===== config.mk =====
export PLATFORM = sky130hd
export DESIGN_NAME = sync_debounce_bank
export DESIGN_NICKNAME = d
export VERILOG_FILES = /design/src/rtl/sync_pkg.sv /design/src/rtl/sync_chan.sv /design/src/rtl/sync_debounce_bank.sv
export SDC_FILE = /design/constraint.sdc
export NUM_CORES = 1
export LEC_CHECK = 0
export CAP_MARGIN = 20
export CORE_MARGIN = 2
export CORE_UTILIZATION = 41
export CTS_CLUSTER_DIAMETER = 60
export CTS_CLUSTER_SIZE = 40
export DETAILED_ROUTE_END_ITERATION = 6
export HOLD_SLACK_MARGIN = 0.12
export PLACE_DENSITY_LB_ADDON = 0.1
export SYNTH_ARGS = -nofsm -noshare
export SYNTH_HDL_FRONTEND = slang
export SYNTH_SLANG_ARGS = --single-unit

===== constraint.sdc =====
create_clock -name clk -period 1.1 [get_ports clk]
set_clock_uncertainty 0.15 [all_clocks]
set_input_delay 0.165 -clock clk [delete_from_list [all_inputs] [get_ports clk]]
set_output_delay 0.165 -clock clk [all_outputs]
set_load 0.01 [all_outputs]

===== src/rtl/sync_pkg.sv =====
// Shared defaults, synchronizer depth limits and counter sizing for sync_debounce_bank.
// Debounce filtering is selected with the SYNC_DEBOUNCE_EN macro.
package sync_pkg;

   localparam int DEF_N_CH        = 4;
   localparam int DEF_SYNC_STAGES = 2;
   localparam int DEF_DB_CYCLES   = 4;
   localparam int SYNC_STAGES_MIN = 2;
   localparam int SYNC_STAGES_MAX = 4;

   // Counter must hold values 0..DB_CYCLES, so it needs ceil(log2(DB_CYCLES+1)) bits.
   function automatic int cnt_width(input int db);
      if (db < 1)
         return 1;
      return $clog2(db + 1);
   endfunction

   function automatic int sync_depth(input int stages);
      if (stages < SYNC_STAGES_MIN)
         return SYNC_STAGES_MIN;
      if (stages > SYNC_STAGES_MAX)
         return SYNC_STAGES_MAX;
      return stages;
   endfunction

endpackage


===== src/rtl/sync_chan.sv =====
// One channel: synchronizer, optional debounce (SYNC_DEBOUNCE_EN), edge pulses and sticky request.
// Without SYNC_DEBOUNCE_EN the last synchronizer stage drives sync_out directly.
module sync_chan
   import sync_pkg::*;
#(
   parameter int SYNC_STAGES = DEF_SYNC_STAGES,
   parameter int DB_CYCLES   = DEF_DB_CYCLES
) (
   input  logic clk,
   input  logic Reset,
   input  logic async_in,
   input  logic ack,
   output logic sync_out,
   output logic rise_pulse,
   output logic fall_pulse,
   output logic req_latched
);

   localparam int STAGES = sync_depth(SYNC_STAGES);

   logic [STAGES-1:0] r_sync;
   logic              r_rise;
   logic              r_fall;
   logic              r_req;
   logic              w_sIn;

   assign w_sIn = r_sync[STAGES-1];

   always_ff @(posedge clk) begin
      if (Reset)
         r_sync <= '0;
      else
         r_sync <= {r_sync[STAGES-2:0], async_in};
   end

`ifdef SYNC_DEBOUNCE_EN
   localparam int CNT_W = cnt_width(DB_CYCLES);

   logic [CNT_W-1:0] r_cnt;
   logic             r_level;
   logic             w_differ;
   logic             w_load;

   assign w_differ = (w_sIn != r_level);
   assign w_load   = w_differ && (r_cnt == CNT_W'(DB_CYCLES - 1));

   // The counter restarts whenever s_in agrees with the accepted level, so short glitches never load.
   always_ff @(posedge clk) begin
      if (Reset) begin
         r_cnt   <= '0;
         r_level <= 1'b0;
         r_rise  <= 1'b0;
         r_fall  <= 1'b0;
      end else begin
         if (!w_differ || w_load)
            r_cnt <= '0;
         else
            r_cnt <= r_cnt + 1'b1;
         if (w_load)
            r_level <= w_sIn;
         r_rise <= w_load && w_sIn;
         r_fall <= w_load && !w_sIn;
      end
   end

   assign sync_out = r_level;
`else
   // Pulses are computed from the stage feeding s_in so they line up with the new sync_out level.
   always_ff @(posedge clk) begin
      if (Reset) begin
         r_rise <= 1'b0;
         r_fall <= 1'b0;
      end else begin
         r_rise <= r_sync[STAGES-2] && !w_sIn;
         r_fall <= !r_sync[STAGES-2] && w_sIn;
      end
   end

   assign sync_out = w_sIn;
`endif

   // A rise in the same cycle as ack keeps the request set.
   always_ff @(posedge clk) begin
      if (Reset)
         r_req <= 1'b0;
      else
         r_req <= r_rise || (r_req && !ack);
   end

   assign rise_pulse  = r_rise;
   assign fall_pulse  = r_fall;
   assign req_latched = r_req;

endmodule


===== src/rtl/sync_debounce_bank.sv =====
// Bank of N_CH independent synchronize/debounce/edge-detect channels.
// Debounce filtering is enabled by defining SYNC_DEBOUNCE_EN.
module sync_debounce_bank
   import sync_pkg::*;
#(
   parameter int N_CH        = DEF_N_CH,
   parameter int SYNC_STAGES = DEF_SYNC_STAGES,
   parameter int DB_CYCLES   = DEF_DB_CYCLES
) (
   input  logic            clk,
   input  logic            Reset,
   input  logic [N_CH-1:0] async_in,
   input  logic [N_CH-1:0] ack,
   output logic [N_CH-1:0] sync_out,
   output logic [N_CH-1:0] rise_pulse,
   output logic [N_CH-1:0] fall_pulse,
   output logic [N_CH-1:0] req_latched
);

   for (genvar gi = 0; gi < N_CH; gi++) begin : g_chan
      sync_chan #(
         .SYNC_STAGES (SYNC_STAGES),
         .DB_CYCLES   (DB_CYCLES)
      ) u_chan (
         .clk         (clk),
         .Reset       (Reset),
         .async_in    (async_in[gi]),
         .ack         (ack[gi]),
         .sync_out    (sync_out[gi]),
         .rise_pulse  (rise_pulse[gi]),
         .fall_pulse  (fall_pulse[gi]),
         .req_latched (req_latched[gi])
      );
   end

endmodule


======== After elaboration in Yosys (flattened, before gate mapping) ========
Cells that the tools add are included.
Widths: inputs -> output; s select.
word-level totals
  bits in latches ......................... 0
  memories ................................ 0
  ROM bits ................................ 0
  output and inout port bits .............. 16
  input bits .............................. 10
  RAM bits ................................ 0
  bits in registers ....................... 20
operators by class
  shift-type cells ........................ 0
  multiply operators ...................... 0
  bitwise gates (word level) .............. 0
  reductions and logical operators ........ 28
  order comparisons ....................... 0
  muxes and demuxes ....................... 0
  $add $sub $neg .......................... 0
  equal/unequal tests ..................... 0
  div/mod/pow operators ................... 0
operator list
  kind               number
  $logic_and 1x1->1  12
  $logic_not 1->1    12
  $logic_or 1x1->1   4

======== Logic depth before layout (Yosys ltp) ========
  depth after elaboration ................. 3
  mapped depth ............................ 2

======== Modules after synthesis ========
A second synthesis with hierarchy kept.
unflattened totals
  cell total of the unflattened synthesis .. 48
  area, all modules ....................... 610.6 um^2
by module, submodules not included
  module     area an instance (um^2)  cells each  times used
  sync_chan  152.6                    12          4

======== Worst setup path before layout ========
OpenSTA, ideal clock, no wires.
  kind .................................... reg2reg
  start ................................... register g_chan[0].u_chan.r_sync[0]
  end ..................................... register g_chan[0].u_chan.r_rise
  cell stages (with the launch flop) ...... 3
  path buffers ............................ 0
  data required time ...................... 836 ps
  path slack .............................. 294 ps
  arrival time ............................ 542 ps
  setup time .............................. 114 ps
  clock period less this slack ............ 806 ps
  cell sequence ........................... dfxtp_1 -> nor2b_2 -> nor2b_1
between the ends
  word-level cells in the longest chain between the ends .. 1
ends and longest elaborated chain
  item                    line             source
  from (decl)             sync_chan.sv:21  logic [STAGES-1:0] r_sync;
  from (signal assigned)  sync_chan.sv:33  r_sync <= {r_sync[STAGES-2:0], async_in};
  $logic_and 1x1->1       sync_chan.sv:74  r_rise <= r_sync[STAGES-2] && !w_sIn;
  to (signal assigned)    sync_chan.sv:74
  to (decl)               sync_chan.sv:22  logic r_rise;
No other way between the ends.
A chain may end at the register's enable or synchronous reset.

======== Worst setup path after layout ========
  start ................................... register g_chan[3].u_chan.r_sync[1]
  end ..................................... output sync_out[3]
RTL lines
  item                    line                      source
  from (decl)             sync_chan.sv:21
  from (signal assigned)  sync_chan.sv:33
  to (decl)               sync_debounce_bank.sv:14  output logic [N_CH-1:0] sync_out,
No word-level cell between the ends.

==> metrics.yaml <==
status: "finished, final reports clean"
cp-end-kind: "output port"
slowest_stage: "dfxtp_2"
crit_required_ps: 780
areaGrowthSynthToFinish_pct: 24.1
ant_nets: 0
synthCells: 65
num_rows: 15
synth-seq-cells: 20
setup_violations: 0
final.min_clock_period_ps: 1060
fill_cells: 172
hpwl_um: 659
cts_buffers: 3
fin_nets: 95
power.density_nw_per_um2: 1340
syn-cell-area_um2: 728
critPathArrivalTime_ps: 740
diodes: 0
grt_usage: 0.0903
placed_cell_area_um2: 906
die_w_um: 46.1
p_leak_nw: 0.406
cts_tree: "done"
ff_latch_area_um2: 415
cp_slowest_stage_delay_ps: 330
routed_wl_um: 879
gp_congestion: 0.623
drive_gt1_frac: 0.554
fin_crit_sh: 0.962
drc: 0
cp_num_cells: 1
ir_drop_uv: 593
fin_area_um2: 903
wl_per_cell_um: 8.79
maxSlewViolCount: 0
placed_cells: 95
r2r-start: "g_chan[0].u_chan.r_sync[1]$_SDFF_PP0_"
clockBufferDepth: 2
ys_warn_count: 0
start_kind: "register"
via_count: 418
syn_area_per_cell_um2: 11.2
hp-class: "in -> reg"
fin_cells: 100
netlist-cell-type-count: 10
max_freq_mhz: 945
cp-startpoint: "g_chan[3].u_chan.r_sync[1]$_SDFF_PP0_"
clkTransAtPathRegs_ps: 100
ios: 26
worst_pin_slew_ps: 108
start_util: 0.431
report.final.hold_viol_count: 0
multi_input_area_um2: 181
grt_pass1_wl_um: 1300
maxSlewHeadroom: 0.927
ctsRootBufferMaster: "clkbuf_4"
coreArea_um2: 1690
crit_path_max_fanout: 2
cp_top_family: "flip-flops"
cts_max_level: 1
r2r_cells: 2
critical_path.cell_chain: "buf_2"
antenna_found_initial: 0
endpoint: "sync_out[3]"
synth_nets: 75
avgViaCountPerCell: 4.18
crit_buf_inv: 1
clk_latency_ps: 280
grt_max_degree: 11
die_area_um2: 2130
die_y_um: 46.1
r2r-end: "g_chan[0].u_chan.fall_pulse$_SDFF_PP0_"
io_buffer_count: 25
firstDrtPassIters: 2
seq_area_frac_synth: 0.550
first_global_vias: 347
cts_sinks: 20
max_cap_violations: 0
drt_iter0_drc: 1
rsz0062_at_grt: "no"
path_class: "reg -> out"
ff2ff_setup_slack_ps: 250
grt_overflow: 0
## routing by layer
layer / track usage / part of all wire / vias to the layer above
met5: 0 / 0 / -
met4: 0.0686 / 0.0068 / 0
met3: 0.0353 / 0.082 / 2
met2: 0.136 / 0.47 / 14
met1: 0.101 / 0.44 / 179
li1: - / - / 223
## Yosys cell counts
cell type,n,area share
inv_1,4,0.021
and2b_1,1,0.010
buf_6,1,0.015
dfxtp_1,20,0.55
nor2b_1,7,0.060
nand2b_1,4,0.034
a21oi_1,4,0.027
nor2b_2,4,0.048
nor3b_2,4,0.069
buf_4,16,0.16
## through the flow
stage	total power, W	hold slack [ps]	util	TNS (ps)	setup slack (ps)
floorplan	0.000855	85.2	-	0	294
global placement	0.000913	264	0.536	-1870	-152
detailed placement	0.000915	264	0.536	-2070	-174
CTS	0.00123	262	0.520	0	20.9
global route	0.00128	268	0.535	0	1.16
finish	0.00121	274	0.535	0	42.3
## registers in the layout, summed over array words and instances, names as in the netlist
signal / count
g_chan.u_chan.r_sync: 8
g_chan.u_chan.fall_pulse: 4
g_chan.u_chan.req_latched: 4
g_chan.u_chan.rise_pulse: 4
## worst min path at each step
stage                                                from                                endpoint  cells after the start
finish                                        async_in[1]   g_chan[1].u_chan.r_sync[0]$_SDFF_PP0_                      2
global route                                  async_in[0]   g_chan[0].u_chan.r_sync[0]$_SDFF_PP0_                      2
CTS                                           async_in[1]   g_chan[1].u_chan.r_sync[0]$_SDFF_PP0_                      2
detailed placement  g_chan[2].u_chan.r_sync[0]$_SDFF_PP0_  g_chan[2].u_chan.fall_pulse$_SDFF_PP0_                      1
global placement    g_chan[0].u_chan.r_sync[0]$_SDFF_PP0_  g_chan[0].u_chan.fall_pulse$_SDFF_PP0_                      1
floorplan                                           Reset   g_chan[0].u_chan.r_sync[1]$_SDFF_PP0_                      1
## power by group
part | switching (W) | internal [W] | total [W]
Clock | 0.000194 | 0.000127 | 0.000321
Sequential | 0.0000134 | 0.000755 | 0.000769
Combinational | 0.0000413 | 0.0000800 | 0.000121
## kinds of logic (layout without fill, tap and decap cells)
| kind of cell | Yosys count | in the layout | synth area share |
|---|---|---|---|
| AOI/OAI and AO/OA | 4 | 4 | 0.0275 |
| buffers and inverters | 21 | 39 | 0.201 |
| DFF | 20 | 20 | 0.550 |
| and+or+nand+nor | 20 | 20 | 0.222 |
## cell usage in the layout, fill, tap and decap left out
| cell | netlist | routed |
|---|---|---|
| nand2b_1 | 4 | 4 |
| clkbuf_4 | 0 | 3 |
| buf_4 | 16 | 7 |
| nor3b_2 | 4 | 4 |
| nor2b_2 | 4 | 4 |
| and2b_1 | 1 | 1 |
| a21oi_1 | 4 | 4 |
| nor2b_1 | 7 | 7 |
| buf_2 | 0 | 12 |
| dfxtp_2 | 0 | 12 |
| clkdlybuf4s50_1 | 0 | 9 |
| inv_1 | 4 | 4 |
| dfxtp_1 | 20 | 8 |
| buf_6 | 1 | 4 |
## area by class of cell
class | instances | area share
Multi-Input combinational cell | 24 | 0.201
Inverter | 4 | 0.0166
Sequential cell | 20 | 0.460
Timing Repair Buffer | 32 | 0.274
Clock buffer | 3 | 0.0249
Tap cell | 17 | 0.0235
## what timing repair did
action | 4_1_cts | 5_1_grt
gates resized for setup | 76 | 4
endpoints found under the setup margin | 16 | 4
buffers inserted | 2 | 0
hold buffers | 0 | 0
No activity file was read; power rests on OpenSTA's default activity.
==> variant 1: new RTL, same settings <==
The option `SYNC_DEBOUNCE_EN` is turned on by a define.
--- a/src/rtl/sync_chan.sv
+++ b/src/rtl/sync_chan.sv
@@ -1,4 +1,6 @@
 // One channel: synchronizer, optional debounce (SYNC_DEBOUNCE_EN), edge pulses and sticky request.
 // Without SYNC_DEBOUNCE_EN the last synchronizer stage drives sync_out directly.
+`define SYNC_DEBOUNCE_EN
+
 module sync_chan
    import sync_pkg::*;
Function: changed (Yosys sat finds a counterexample within 4 cycles, from zero or initial values and one cycle with Reset high).
==> variant 1 against the original RTL <==
The flow now finishes with violations (setup timing); critical path depth up 2; power up 79%; wire length increased by 140%; setup slack got worse by 140 ps; fmax fell by 11%; utilization increased by 4.5 points; cell area grew 110%; clock power is 120% higher; area after synthesis increased by 93%; sequential cell count is 16 higher; count of clock-buffer cells in the layout is 5 higher; global-route usage grew 2.4 points; critical path type is now reg -> reg; critical endpoint is now g_chan[1].u_chan.r_cnt[1].
==> variant 1: results (changes against the original RTL) <==
- Post-Synth Adder-Cell Area: 0.0714 (+0.0714)
- GRT Total Usage: 0.114 (+0.0239)
- Multiplexer share of the synthesized area: 0.0285 (+0.0285)
- M1 wire length: 987 um (+160%)
- Setup violations, final: 23 (+23)
- Initial DRC Count: 6 (+5)
- Met3 usage: 0.0559 (+0.0206)
- DP Cell Count: 179 (+88%)
- Syn Area/Cell: 11.7 um^2 (+4.3%)
- Leak Pwr: 0.674 nW (+66%)
- WHS: 225 ps (-48.4 ps)
- M2 GR Usage: 0.168 (+0.0319)
- Overall power: 2.16 mW (+79%)
- Largest net degree at the start of global routing: 30 (+19)
- Synth top cells by count: 36 x dfxtp_1, 17 x buf_4
- Maximum fanout along the worst path: 6 (+4)
- Share of cells above drive strength 1: 0.573 (+0.0192)
- Complex-gate fraction of the synthesized area: 0.0143 (-0.0132)
- Synth unique cells: 17 (+7)
- DR vias: 829 (+98%)
- Syn nets: 138 (+84%)
- Share of total power in the clock network: 0.333 (+0.068)
- Met3 routed WL: 131 um (+82%)
- Vias in the first global route: 775 (+120%)
- Drt pass-1 iters: 4 (+2)
- Nets: 160 (+68%)
- Number of H-tree levels: 2 (+1)
- Met1 Use GR: 0.134 (+0.0332)
- Uppermost routed layer: met3
- Failing checks: setup timing
- Status: complete, but fails checks
- Peak VDD IR: 0.000740 V (+25%)
- Post-route non-filler standard cell count: 189 (+89%)
- Xor/xnor share of the synthesized area: 0.0250 (+0.0250)
- Dominant cells by area after synthesis: dfxtp_1 51%, buf_4 9.1%, ha_1 7.1%
- Met2 WL: 955 um (+130%)
- P_seq: 1.33 mW (+73%)
- DP Worst Slack: -289 ps (-114 ps)
- Final setup TNS: -1350 ps (-1350 ps)
- PnR worst setup slack: -94.4 ps (-137 ps)
- Slew HR: 0.762 (-0.166)
- GPL Wtd Cong: 0.664 (+6.5%)
## variant 1: cell type report
type                    count  area, um^2  share of cell area
flip-flops and latches     36         748               0.390
well taps                  46        57.6              0.0300
repair buffers             35         333               0.173
clock buffers               8        58.8              0.0306
inverters                   8        30.0              0.0156
multi-input cells          56         693               0.361
## variant 1: repair_timing
action | in CTS | in global routing
gates cloned | 0 | 0
gates resized for setup | 93 | 10
pin swaps | 4 | 6
hold buffers | 0 | 0
setup buffers | 0 | 2
endpoints found under the setup margin | 40 | 40
## variant 1: final timing paths
kind | from | endpoint | slack (ps) | cells past startpoint
worst max-delay path | g_chan[1].u_chan.r_cnt[0] | g_chan[1].u_chan.r_cnt[1] | -90 | 3
worst min register to register | g_chan[2].u_chan.r_cnt[0] | g_chan[2].u_chan.r_cnt[0] | 290 | 1
worst min-delay path | async_in[0] | g_chan[0].u_chan.r_sync[0] | 230 | 2
worst max register to register | g_chan[1].u_chan.r_cnt[0] | g_chan[1].u_chan.r_cnt[1] | -90 | 3
==> variant 2: new RTL, same flow settings <==
Without the edit above. Register the output `sync_out`, without a reset; this adds one clock of latency there. The other outputs are not delayed to match.
--- a/src/rtl/sync_debounce_bank.sv
+++ b/src/rtl/sync_debounce_bank.sv
@@ -18,4 +18,6 @@
 );
 
+   logic [N_CH-1:0] sync_d;
+
    for (genvar gi = 0; gi < N_CH; gi++) begin : g_chan
       sync_chan #(
@@ -27,5 +29,5 @@
          .async_in    (async_in[gi]),
          .ack         (ack[gi]),
-         .sync_out    (sync_out[gi]),
+         .sync_out    (sync_d[gi]),
          .rise_pulse  (rise_pulse[gi]),
          .fall_pulse  (fall_pulse[gi]),
@@ -34,4 +36,8 @@
    end
 
+   always_ff @(posedge clk) begin
+       sync_out <= sync_d;
+   end
+
 endmodule
 
Check against the original RTL: not equivalent (a bounded check fails within 4 cycles, from zero or initial values and one cycle with Reset high).
==> variant 2 against the original RTL <==
Combinational power is 7% higher; setup slack worse by 14 ps; first-iteration DRC count is 100% lower; cell area is 14% higher; area after synthesis is 6.9% higher; hold slack worse by 59 ps; wire length is 5.7% higher; sequential cell count is 4 higher; power is 23% higher; die area is 6.2% higher; count of clock-buffer cells in the layout is 1 higher; critical path type unchanged; critical endpoint is now req_latched[2]; highest routed layer unchanged.
==> variant 2: results (changes against the original RTL) <==
- Status: finished clean
- # clk buffers: 4 (+1)
- Fraction of area in registers: 0.476 (+0.0165)
- Sequential share of the synthesized area: 0.617 (+0.0675)
- Met3 usage: 0.0226 (-0.0127)
- Synth top cells by count: 24 x dfxtp_1, 12 x buf_4, 7 x nor2b_1
- CP max stage delay: 350 ps (+20 ps)
- Worst skew pair latency: 300 ps (+20 ps)
- Buffers, non-clock: 30 (-6.3%)
- Dpl cell area: 993 um^2 (+9.7%)
- First-pass GRT wire length: 1.30 mm (-0.54%)
- Worst-path clk slew: 120 ps (+20 ps)
- Hold WC Path Type: reg -> reg
- Largest net degree at the start of global routing: 17 (+6)
- Multi-input combinational area share: 0.176 (-0.0251)
- Final WL: 929 um (+5.7%)
- Detailed Place HPWL: 660 um (+0.12%)
- Clk buf depth: 2 (unchanged)
- Layout non-clock buf frac: 0.268 (-0.00636)
- Post-route non-filler standard cell count: 111 (+11%)
- GRT Total Usage: 0.0864 (-0.00394)
- Vias in the first global route: 326 (-6.1%)
- DR vias: 425 (+1.7%)
- Initial DRC Count: 0 (-1)
- Post-CTS Setup Repair Bufs: 0 (-2)
- Post-synth ARST share: 0 (unchanged)
- Met3 routed WL: 67 um (-6.9%)
- Slew HR: 0.920 (-0.00737)
- Worst hold path cell count: 0 (-2)
- Met2 WL: 410 um (-0.49%)
- Area growth syn-to-layout: 32.6%
- Peak VDD IR: 0.000937 V (+58%)
- Sw Pwr: 0.295 mW (+19%)
- Fill count: 170 (-1.2%)
- Drt pass-1 iters: 1 (-1)
- Leak Pwr: 0.444 nW (+9.3%)
- GPL Wtd Cong: 0.660 (+5.9%)
- Nets: 97 (+2.1%)
- EDFF count, synth: 0 (unchanged)
- Complex-gate fraction of the synthesized area: 0.0257 (-0.00177)
- Share of cells above drive strength 1: 0.488 (-0.0658)
- DP Worst Slack: -177 ps (-3.09 ps)
- Post-CTS Resized: 72 (-5.3%)
- M2 GR Usage: 0.114 (-0.0226)
- CTS Sinks: 24 (+20%)
- M1 wire length: 440 um (+14%)
- Final clock-cell share: 0.0352 (+0.0102)
- Syn Area/Cell: 12.0 um^2 (+6.9%)
- Tap Cells: 25 (+8)
- Arrival time of the worst setup path: 760 ps (+20 ps)
- Met1 Use GR: 0.113 (+0.0117)
- Dominant cells by area after synthesis: dfxtp_1 62%, buf_4 12%, nor3b_2 6.4%
## variant 2: changes by cell type in the layout (fill, tap and decap cells not counted)
cell / before / now
buf_2: 12 / 7
dfxtp_1: 8 / 15
buf_4: 7 / 4
dfxtp_2: 12 / 9
clkbuf_8: 0 / 1
buf_12: 0 / 1
buf_6: 4 / 9
## variant 2: path summary, 6_finish.rpt
kind | startpoint | to | slack, ps
worst max register to register | g_chan[3].u_chan.r_sync[0] | g_chan[3].u_chan.rise_pulse | 250
worst min register to register | g_chan[2].u_chan.r_sync[1] | sync_out[2] | 220
worst max-delay path | g_chan[2].u_chan.req_latched | req_latched[2] | 30
worst min-delay path | g_chan[2].u_chan.r_sync[1] | sync_out[2] | 220
## variant 2: power by group through the flow
stage	sequential [mW]	combinational [mW]	clock, mW
finish	0.922	0.129	0.440
detailed placement	0.938	0.132	0
floorplan	0.939	0.0630	0
global placement	0.937	0.131	0
CTS	0.920	0.113	0.452
global route	0.927	0.140	0.474
